==> src/rtl/fnd_scan_driver_if.sv <==
// Bus between the value source and fnd_scan_driver: a load handshake on the
// way in and the multiplexed digit code plus active-low commons on the way out.
interface fnd_scan_driver_if;
  logic [13:0] i_value;
  logic        i_load;
  logic        o_busy;
  logic [3:0]  o_fndData;
  logic [3:0]  o_fndCom;

  modport master (
    output i_value, i_load,
    input  o_busy, o_fndData, o_fndCom
  );

  modport slave (
    input  i_value, i_load,
    output o_busy, o_fndData, o_fndCom
  );
endinterface

==> src/rtl/fnd_scan_driver.sv <==
// Binary-to-BCD (shift-add-3) converter feeding a 4-digit multiplexed display.
// Optional macro FND_LEADING_ZERO_BLANK_EN turns off leading-zero digits.
module fnd_scan_driver #(
  parameter int CLK_HZ  = 100_000_000,
  parameter int SCAN_HZ = 1000
) (
  input logic          i_clk,
  input logic          i_reset,
  fnd_scan_driver_if.slave bus
);

  localparam int DIV = CLK_HZ / SCAN_HZ;
  localparam int PW  = $clog2(DIV);

  typedef enum logic {IDLE, CONV} state_t;

  state_t        state, state_nxt;
  logic [13:0]   bin;
  logic [15:0]   bcd;
  logic [3:0]    step;
  logic [15:0]   disp;
  logic [3:0]    blank;
  logic [PW-1:0] presc;
  logic [1:0]    idx;
  logic [15:0]   bcd_adj;
  logic [29:0]   shifted;
  logic          last;

  function automatic logic [15:0] add3(input logic [15:0] b);
    logic [15:0] r;
    r = b;
    for (int i = 0; i < 4; i++) begin
      if (b[4*i +: 4] >= 4'd5) r[4*i +: 4] = b[4*i +: 4] + 4'd3;
    end
    return r;
  endfunction

  function automatic logic [13:0] sat(input logic [13:0] v);
    return (v > 14'd9999) ? 14'd9999 : v;
  endfunction

  // Bit n set means digit n is a leading zero; the ones digit is never blanked.
  function automatic logic [3:0] blank_flags(input logic [15:0] d);
    logic [3:0] f;
    f = 4'b0000;
`ifdef FND_LEADING_ZERO_BLANK_EN
    f[3] = (d[15:12] == 4'd0);
    f[2] = f[3] && (d[11:8] == 4'd0);
    f[1] = f[2] && (d[7:4] == 4'd0);
`endif
    return f;
  endfunction

  assign last    = (step == 4'd13);
  assign bcd_adj = add3(bcd);
  assign shifted = {bcd_adj, bin} << 1;

  always_comb begin
    state_nxt = state;
    case (state)
      IDLE: if (bus.i_load) state_nxt = CONV;
      CONV: if (last) state_nxt = IDLE;
      default: state_nxt = IDLE;
    endcase
  end

  always_ff @(posedge i_clk or posedge i_reset) begin
    if (i_reset) begin
      state <= IDLE;
      bin   <= '0;
      bcd   <= '0;
      step  <= '0;
      disp  <= '0;
      blank <= blank_flags(16'd0);
    end else begin
      state <= state_nxt;
      case (state)
        IDLE: begin
          if (bus.i_load) begin
            bin  <= sat(bus.i_value);
            bcd  <= '0;
            step <= '0;
          end
        end
        CONV: begin
          {bcd, bin} <= shifted;
          step       <= step + 4'd1;
          // Display is only touched with the finished result, never mid-conversion.
          if (last) begin
            disp  <= shifted[29:14];
            blank <= blank_flags(shifted[29:14]);
          end
        end
        default: ;
      endcase
    end
  end

  always_ff @(posedge i_clk or posedge i_reset) begin
    if (i_reset) begin
      presc <= '0;
      idx   <= '0;
    end else if (presc == PW'(DIV - 1)) begin
      presc <= '0;
      idx   <= idx + 2'd1;
    end else begin
      presc <= presc + 1'b1;
    end
  end

  // Data and common both come from idx, so they switch on the same edge.
  assign bus.o_busy    = (state == CONV);
  assign bus.o_fndData = disp[{idx, 2'b00} +: 4];
  assign bus.o_fndCom  = blank[idx] ? 4'b1111 : ~(4'b0001 << idx);

endmodule

==> src/flat_wrapper.sv <==
// flat-port wrapper written by rule: the top's interface ports become plain ports
module fnd_scan_driver_flat 
#(
  parameter int CLK_HZ  = 100_000_000,
  parameter int SCAN_HZ = 1000
)
  (i_clk, i_reset, bus_i_value, bus_i_load, bus_o_busy, bus_o_fndData, bus_o_fndCom);
  fnd_scan_driver_if bus_i ();
  input logic i_clk;
  input logic i_reset;
  input wire logic [$bits(bus_i.i_value)-1:0] bus_i_value;
  input wire logic [$bits(bus_i.i_load)-1:0] bus_i_load;
  output wire logic [$bits(bus_i.o_busy)-1:0] bus_o_busy;
  output wire logic [$bits(bus_i.o_fndData)-1:0] bus_o_fndData;
  output wire logic [$bits(bus_i.o_fndCom)-1:0] bus_o_fndCom;
  assign bus_i.i_value = bus_i_value;
  assign bus_i.i_load = bus_i_load;
  assign bus_o_busy = bus_i.o_busy;
  assign bus_o_fndData = bus_i.o_fndData;
  assign bus_o_fndCom = bus_i.o_fndCom;
  fnd_scan_driver #(.CLK_HZ(CLK_HZ), .SCAN_HZ(SCAN_HZ)) u_core (.i_clk(i_clk), .i_reset(i_reset), .bus(bus_i));
endmodule
==> config.mk <==
export PLATFORM = sky130hd
export DESIGN_NAME = fnd_scan_driver_flat
export DESIGN_NICKNAME = d
export VERILOG_FILES = /design/src/rtl/fnd_scan_driver_if.sv /design/src/rtl/fnd_scan_driver.sv /design/src/flat_wrapper.sv
export SDC_FILE = /design/constraint.sdc
export NUM_CORES = 1
export LEC_CHECK = 0
export ABC_AREA = 1
export CAP_MARGIN = 20
export CORE_ASPECT_RATIO = 2
export CORE_MARGIN = 3
export CORE_UTILIZATION = 61
export DETAILED_ROUTE_END_ITERATION = 10
export HOLD_SLACK_MARGIN = 0.05
export PLACE_DENSITY = 0.79
export SLEW_MARGIN = 20
export SYNTH_ARGS = -nofsm -noshare
export SYNTH_HDL_FRONTEND = slang
export SYNTH_SLANG_ARGS = --single-unit
==> constraint.sdc <==
create_clock -name i_clk -period 3.5 [get_ports i_clk]
set_clock_uncertainty 0.1 [all_clocks]
set_input_delay 0.7 -clock i_clk [delete_from_list [all_inputs] [get_ports i_clk]]
set_output_delay 0.7 -clock i_clk [all_outputs]
set_load 0.05 [all_outputs]
; ---- Word-level counts from Yosys, hierarchy flattened
; Index checks and enable logic that the tools add are counted.
[word_totals]
register_bits = 70
inputBits = 17
out_inout_bits = 9
word_cells = 46
[classes]
n_addsub = 7
order_cmp = 6
n_eq_ne = 3
shift = 2
mux = 18
n_bitwise = 2
reduce_logical = 1
[op_table]
columns = op, n
row1 = 16-bit case mux with 2 select lines, 1
row2 = 14-bit 2-to-1 mux, 2
row3 = 14-bit case mux with 2 select lines, 1
row4 = 4-bit 2-to-1 mux, 5
row5 = 17-bit by 1-bit adder with 17-bit output (second input constant), 1
row6 = 17-bit equality test (second input constant), 1
row7 = 17-bit 2-to-1 mux, 1
row8 = 4-bit by 3-bit greater-or-equal comparator with 1-bit output (second input constant), 4
row9 = 16-bit 2-to-1 mux, 1
row10 = 16-bit by 5-bit indexed part select with 4-bit output, 1
row11 = 14-bit greater-than comparator (second input constant), 1
row12 = 4-bit by 2-bit adder with 4-bit output (second input constant), 3
row13 = 4-bit case mux with 2 select lines, 1
row14 = 4-bit by 1-bit adder with 4-bit output (second input constant), 1
row15 = 4-bit equality test (second input constant), 1
row16 = 4-bit inverter, 1
row17 = 1-bit by 2-bit << shifter with 4-bit output (first input constant), 1
row18 = 3-bit by 2-bit adder with 3-bit output (second input constant), 1
row19 = 2-bit by 3-bit < comparator with 1-bit output (second input constant), 1
row20 = 1-bit 2-to-1 mux, 3
row21 = 3-bit 2-to-1 mux, 1
row22 = 2-bit by 1-bit adder with 2-bit output (second input constant), 1
row23 = 1-bit binary-select mux with 2-bit select, 1
row24 = 2-bit inequality test (second input constant), 1
row25 = other kinds (3), 3

; ---- Longest topological paths before layout
; Gate-level depths: netlist (run 1).
[logic_depth]
depth_word = 4
depth_mapped = 9
depth_no_buf = 9

; ---- Least setup slack after synthesis (run 1)
; OpenSTA, ideal clock, no wires.
[synth_timing]
kind = flip-flop to output port
from = reg u_core.idx[0]
to = out bus_o_fndData[0]
arrival_ps = 1534
required_time_ps = 2700
slack_ps = 1166
stages_incl_launch_ff = 5
n_path_buf = 1
cell_sequence = dfrtp_1 buf_2 clkinv_1 o21ai_0 o22ai_1
[synth_via]
elab_chain_len = 1
[synth_rtl]
columns = item, line_no
row1 = "start, declared", fnd_scan_driver.sv:24  ; logic [1:0] idx;
row2 = "start signal, assigned", fnd_scan_driver.sv:105  ; idx <= idx + 2'd1;
row3 = 16-bit by 5-bit indexed part select with 4-bit output, fnd_scan_driver.sv:113  ; assign bus.o_fndData = disp[{idx, 2'b00} +: 4];
row4 = "end, declared", flat_wrapper.sv:14  ; output wire logic [$bits(bus_i.o_fndData)-1:0] bus_o_fndData;
; No other way between the ends.

; ---- Worst setup path in the final report (run 1)
[layout_timing]
from = reg u_core.idx[0]
to = out bus_o_fndCom[0]
[layout_via]
elab_chain_len = 3
word_cells_on_any_way = 5
cone_classes = shift (1) / mux (3) / bitwise (1)
[layout_rtl]
columns = item, line_no
row1 = 1-bit binary-select mux with 2-bit select or 1-bit by 2-bit << shifter with 4-bit output (tied branches), fnd_scan_driver.sv:114  ; assign bus.o_fndCom = blank[idx] ? 4'b1111 : ~(4'b0001 << idx);
row2 = 1-bit 2-to-1 mux (implied by the code) or 4-bit inverter (tied branches), fnd_scan_driver.sv:114
row3 = 4-bit 2-to-1 mux (*), fnd_scan_driver.sv:114
row4 = "end, declared", flat_wrapper.sv:15  ; output wire logic [$bits(bus_i.o_fndCom)-1:0] bus_o_fndCom;
; Mark *: on every way between the ends. The rest lies on a longest branch, timed or not. The select of a mux whose other input is x is not followed.

==> results of run 1 <==
## worst reg2reg max path, delay by kind of cell (launching register included)
| family | cells | cell delay [ns] |
|---|---|---|
| simple gates | 3 | 0.73 |
| buf+inv | 2 | 0.61 |
| flops | 1 | 0.35 |
| compound gates | 1 | 0.07 |
## report_power, final
part           internal, mW  switching (mW)  total, mW
clock                 0.473           0.295      0.768
combinational         0.428           0.787       1.22
sequential             1.09           0.191       1.29
total                  2.00            1.27       3.27
## layer usage
layer  global-route usage  vias up  part of all wire
met3               0.0575       28             0.026
li1                     -     1542                 -
met1                0.245     1494              0.33
met5                    0        -                 0
met4                0.162        0             0.045
met2                0.518       64              0.60
## state kept, by name (all words and copies together), names as in the netlist
name,flops
u_core.presc,17
u_core.bcd,16
u_core.disp,16
u_core.bin,14
u_core.step,4
u_core.idx,2
u_core.bus.o_busy,1
## worst paths after layout
check                                            start                    endpoint  slack, ns  cells after the start
min                          u_core.presc[0]$_DFF_PP0_   u_core.presc[0]$_DFF_PP0_       0.38                      1
min reg2reg                  u_core.presc[0]$_DFF_PP0_   u_core.presc[0]$_DFF_PP0_       0.38                      1
max reg2reg                u_core.bus.o_busy$_DFF_PP0_  u_core.disp[0]$_DFFE_PP0P_       1.52                      6
min in group asynchronous                      i_reset  u_core.bcd[15]$_DFFE_PP0P_       0.59                      2
max in group asynchronous                      i_reset   u_core.bcd[7]$_DFFE_PP0P_       2.01                      3
max                          u_core.idx[0]$_DFFE_PP0N_             bus_o_fndCom[0]       0.31                      4
## cell usage after synthesis, types with 3 or more instances
cell / instances
a22oi_1: 11
buf_2: 4
buf_6: 3
dfrtp_1: 70
ha_1: 15
inv_1: 62
inv_2: 5
nand2_1: 133
nand2_2: 4
nand3_1: 38
nand4_1: 4
nor2_1: 46
nor2_2: 4
o21ai_0: 26
o21ai_1: 6
o22ai_1: 10
xor2_1: 14
## cells by family (layout without fill, tap and decap cells)
kind of cell / after synthesis / count (layout) / share of synthesized area
xor gates and xnor gates: 14 / 14 / 0.0329
AOI/OAI and AO/OA: 57 / 57 / 0.0894
and+or+nand+nor: 233 / 233 / 0.264
adders and majority gates: 15 / 15 / 0.0504
buffers and inverters: 81 / 108 / 0.0931
DFF: 70 / 70 / 0.470
## cell type report
cell class                      instances  area (sq um)
Inverter                               70           270
Sequential cell                        70          1750
Multi-Input combinational cell        319          1630
Fill cell                             449          1570
Tap cell                               61          76.3
Timing Repair Buffer                   28           273
Clock buffer                           10           239
==> impl_metrics.env, run 1 <==
export IMPL_status="finished, final reports clean"
export IMPL_holdCritPathClass="register to register"
export IMPL_fin_ws_ns=0.312
export IMPL_worstSetupPathType="register to output port"
export IMPL_grt_antenna_before_repair=0
export IMPL_final_setup_tns_ns=0
export IMPL_gp_congestion=0.779
export IMPL_async_flop_share=1.00
export IMPL_drive_above_1_share=0.0664
export IMPL_die_y_um=116
export IMPL_first_pass_iters=4
export IMPL_worstPathMaxFanout=12
export IMPL_fin_crit_sh=0.911
export IMPL_place_area_sq_um=4000
export IMPL_cts_setup_buffers=0
export IMPL_crit_buf_inv=3
export IMPL_synthFlopType="dfrtp_1"
export IMPL_cp_cell_sequence="clkinv_1, ha_1, inv_1, clkdlybuf4s50_1"
export IMPL_cts_buffers=9
export IMPL_hold_viol=0
export IMPL_slew_headroom=0.626
export IMPL_drt_initial_drc_count=119
export IMPL_slowest_stage="clkdlybuf4s50_1"
export IMPL_rows=39
export IMPL_die_x_um=61.2
export IMPL_core_area_sq_um=5810
export IMPL_port_buffers=25
export IMPL_synthCells=470
export IMPL_synth_area_per_cell_sq_um=7.92
export IMPL_clk_latency_ns=0.33
export IMPL_finalInstanceArea_sq_um=4240
export IMPL_grt_setup_unrepaired="no"
export IMPL_clockBufferDepth=2
export IMPL_synth_area_leaders="dfrtp_1 47%, nand2_1 13%, inv_1 6.3%"
export IMPL_drc_errors=0
export IMPL_setup_viol=0
export IMPL_cts_resized_gates=0
export IMPL_period_needed_ns=3.19
export IMPL_dp_cells=548
export IMPL_power_mw=3.27
export IMPL_gr_usage_all_layers=0.273
export IMPL_finalMaxSlewViolations=0
export IMPL_finalNetCount=530
export IMPL_mostFrequentLayoutCell="nand2_1"
export IMPL_synth_seq_cells=70
export IMPL_cts_htree_levels=3
export IMPL_syn_cell_area_sq_um=3720
export IMPL_layout_common_cells="133 x nand2_1, 70 x dfrtp_1, 61 x inv_1"
export IMPL_syn2layout_area_growth_pct=13.7
export IMPL_dieArea_sq_um=7130
export IMPL_synth_top_cell_area_share=0.470
export IMPL_cts_root_buf="clkbuf_16"
export IMPL_first_global_vias=3111
export IMPL_ys_types=28
export IMPL_start_util=0.641
export IMPL_synth_edf_count=0
export IMPL_ys_seq_area_frac=0.470
export IMPL_numClockSinks=70
export IMPL_cts_hold_repair_buffers=0
export IMPL_startpoint_type="register"
export IMPL_p_per_area_nw_per_um2=772
export IMPL_gr_total_overflow=0
export IMPL_diodes=0
export IMPL_dp_hpwl_um=6440
export IMPL_vias=3128
export IMPL_fmax_mhz=314
export IMPL_p_leak_nw=2.22
export IMPL_via_per_inst=5.61
export IMPL_cp_arrival_ns=2.39
export IMPL_pre_cts_ws_ns=0.672
export IMPL_grt_max_degree=29
export IMPL_grt_pass1_wl_um=14000
export IMPL_ant_nets=0
export IMPL_max_cap_viol_count=0
export IMPL_worst_pin_slew_ns=0.560
export IMPL_final_util=0.729
export IMPL_clk_pin_slew_worst_paths_ns=0.05
export IMPL_synth_fp_nets=502
export IMPL_yosys_area_top_type="dfrtp_1"
export IMPL_worstPathRequired_ns=2.70
export IMPL_num_io_pins=26
export IMPL_ys_warn_count=0
export IMPL_crit_path_max_incr_delay_ns=0.79
export IMPL_path_delay_family="buffers and inverters"
export IMPL_worstSetupEndpointType="output port"
export IMPL_finalWirelength_um=8510
export IMPL_irDropWorstVdd_mv=0.516
export IMPL_wire_per_inst_um=15.2
export IMPL_fin_cells=558
export IMPL_finalHoldWorstSlack_ns=0.378
export IMPL_cts_tree="built"
Power figures use the tool's default switching activity.
==> run 2, diff against run 1 <==
- SKIP_LAST_GASP: default -> 1
- TNS_END_PERCENT: default -> 5
==> results of run 2 <==
The final DEF is identical to that of run 1; final timing and power are the same.
==> run 3, diff against run 2 <==
- ABC_AREA: 1 -> default
- PLACE_DENSITY: 0.79 -> 0.8
- TNS_END_PERCENT: 5 -> default
==> impl_metrics.env, run 3 <==
export IMPL_wl_met2_um=3990
export IMPL_dieArea_sq_um=6830
export IMPL_worstSetupEndpointType="output port"
export IMPL_finalWirelength_um=6940
export IMPL_yosys_area_top_type="dfrtp_1"
export IMPL_final_util=0.742
export IMPL_syn_cell_area_sq_um=3550
export IMPL_dp_hpwl_um=5130
export IMPL_synth_edf_count=0
export IMPL_finalMaxSlewViolations=0
export IMPL_mostFrequentLayoutCell="dfrtp_1"
export IMPL_clk_pin_slew_worst_paths_ns=0.07
export IMPL_fmax_mhz=335
export IMPL_rows=38
export IMPL_syn2layout_area_growth_pct=15.3
export IMPL_die_x_um=60.0
export IMPL_status="finished, final reports clean"
export IMPL_drt_initial_drc_count=77
export IMPL_startpoint_type="register"
export IMPL_largest_reg_flops=17
export IMPL_top_regs="u_core.presc x17, u_core.bcd x16, u_core.disp x16"
export IMPL_layout_common_cells="69 x dfrtp_1, 36 x nand2_1, 28 x o21ai_0"
export IMPL_irDropWorstVdd_mv=0.620
export IMPL_slowest_stage="clkdlybuf4s50_1"
export IMPL_vias=2537
export IMPL_drt_met1_wl_um=2480
export IMPL_path_delay_family="buffers and inverters"
export IMPL_gp_congestion=0.735
export IMPL_ys_warn_count=0
export IMPL_cts_tree="built"
export IMPL_cts_resized_gates=0
export IMPL_finalNetCount=398
export IMPL_synth_area_per_cell_sq_um=10.4
export IMPL_clk_latency_ns=0.35
export IMPL_synthCells=340
export IMPL_fin_crit_sh=0.852
export IMPL_gr_total_overflow=0
export IMPL_ys_types=40
export IMPL_pre_cts_ws_ns=0.874
export IMPL_via_per_inst=5.89
export IMPL_synth_area_leaders="dfrtp_1 49%, ha_1 5.3%, o21ai_0 3.9%"
export IMPL_p_per_area_nw_per_um2=773
export IMPL_diodes=0
export IMPL_drc_errors=0
export IMPL_gr_usage_all_layers=0.228
export IMPL_ant_nets=0
export IMPL_setup_viol=0
export IMPL_synth_fp_nets=372
export IMPL_holdCritPathClass="register to register"
export IMPL_core_area_sq_um=5520
export IMPL_grt_antenna_before_repair=0
export IMPL_synth_seq_cells=70
export IMPL_cts_root_buf="clkbuf_8"
export IMPL_num_io_pins=26
export IMPL_slew_headroom=0.506
export IMPL_period_needed_ns=2.98
export IMPL_ys_seq_area_frac=0.493
export IMPL_worstPathRequired_ns=2.70
export IMPL_hold_viol=0
export IMPL_clockBufferDepth=2
export IMPL_grt_setup_unrepaired="no"
export IMPL_cts_setup_buffers=0
export IMPL_wl_met3_um=200
export IMPL_fin_ws_ns=0.519
export IMPL_final_setup_tns_ns=0
export IMPL_cts_hold_repair_buffers=0
export IMPL_synthFlopType="dfrtp_1"
export IMPL_cp_arrival_ns=2.18
export IMPL_start_util=0.644
export IMPL_regArea_sq_um=1750
export IMPL_cp_cell_sequence="mux4_2, clkdlybuf4s50_1"
export IMPL_synth_top_cell_area_share=0.493
export IMPL_numClockSinks=70
export IMPL_first_pass_iters=4
export IMPL_cts_buffers=9
export IMPL_worstSetupPathType="register to output port"
export IMPL_async_flop_share=1.00
export IMPL_first_global_vias=2569
export IMPL_grt_pass1_wl_um=11500
export IMPL_die_y_um=114
export IMPL_top_layer_used="met4"
export IMPL_yosysMostFrequentCell="dfrtp_1"
export IMPL_port_buffers=25
export IMPL_crit_buf_inv=1
export IMPL_nFillCells=393
export IMPL_worst_pin_slew_ns=0.735
export IMPL_multi_input_area_sq_um=1680
export IMPL_synth_top_cells_by_count="70 x dfrtp_1, 36 x nand2_1, 28 x o21ai_0"
export IMPL_crit_path_max_incr_delay_ns=0.72
export IMPL_grt_max_degree=71
export IMPL_wire_per_inst_um=16.1
export IMPL_p_leak_nw=1.89
export IMPL_worstPathMaxFanout=7
export IMPL_cts_htree_levels=3
export IMPL_max_cap_viol_count=0
export IMPL_drive_above_1_share=0.0943
export IMPL_regMostFlops="u_core.presc"
==> run 3: layout make-up <==
class	count	area share
multi-input combinational	239	0.409
clock buffer	13	0.0413
timing repair buffer	29	0.0715
sequential	70	0.428
clock inverter	3	0.0159
inverter	17	0.0156
tap	60	0.0183
==> run 3: path summary, 6_finish.rpt <==
kind	from	to	slack [ns]	cells past startpoint
min in group asynchronous	i_reset	u_core.presc[12]$_DFF_PP0_	0.64	3
setup reg to reg	u_core.presc[11]$_DFF_PP0_	u_core.idx[0]$_DFFE_PP0N_	1.44	3
setup / recovery	u_core.idx[0]$_DFFE_PP0N_	bus_o_fndData[2]	0.52	2
max in group asynchronous	i_reset	u_core.disp[12]$_DFFE_PP0P_	2.37	3
hold / removal	u_core.step[3]$_DFFE_PP0P_	u_core.step[3]$_DFFE_PP0P_	0.37	1
hold reg to reg	u_core.step[3]$_DFFE_PP0P_	u_core.step[3]$_DFFE_PP0P_	0.37	1
==> run 3: logic make-up (layout without fill, tap and decap cells) <==
kind of cell | after synthesis | after routing | share of synthesized area
compound gates | 75 | 75 | 0.131
xor+xnor | 17 | 17 | 0.0419
fa+ha+maj | 15 | 15 | 0.0528
buf+inv | 31 | 62 | 0.0352
flops | 70 | 70 | 0.493
mux | 23 | 23 | 0.0810
simple gates | 109 | 109 | 0.165
==> run 3: layer usage <==
metal | vias to the layer above | track usage
li1 | 1241 | -
met1 | 1224 | 0.226
met2 | 51 | 0.415
met3 | 21 | 0.0453
met4 | 0 | 0.130
met5 | - | 0
==> run 3: where the power goes <==
part,switching [mW],internal [mW]
Clock,0.290,0.459
Combinational,0.627,0.540
Sequential,0.185,1.07
==> run 3: metrics by stage <==
step                      instances  hold slack [ns]  area [sq um]  total power, mW
after global placement          415            0.357          3860             2.37
after CTS                       431            0.375          4090             3.19
after detailed placement        415            0.366          3860             2.43
final                           431            0.370          4090             3.17
after floorplan                 340            0.345          3550             2.12
after global routing            431            0.404          4090             3.39
==> run 3: worst reg2reg max path: stages (launching register included) <==
cell and delay [ns]:
dfrtp_1 0.42, or4_4 0.57, nor4_4 0.69, xnor2_1 0.15
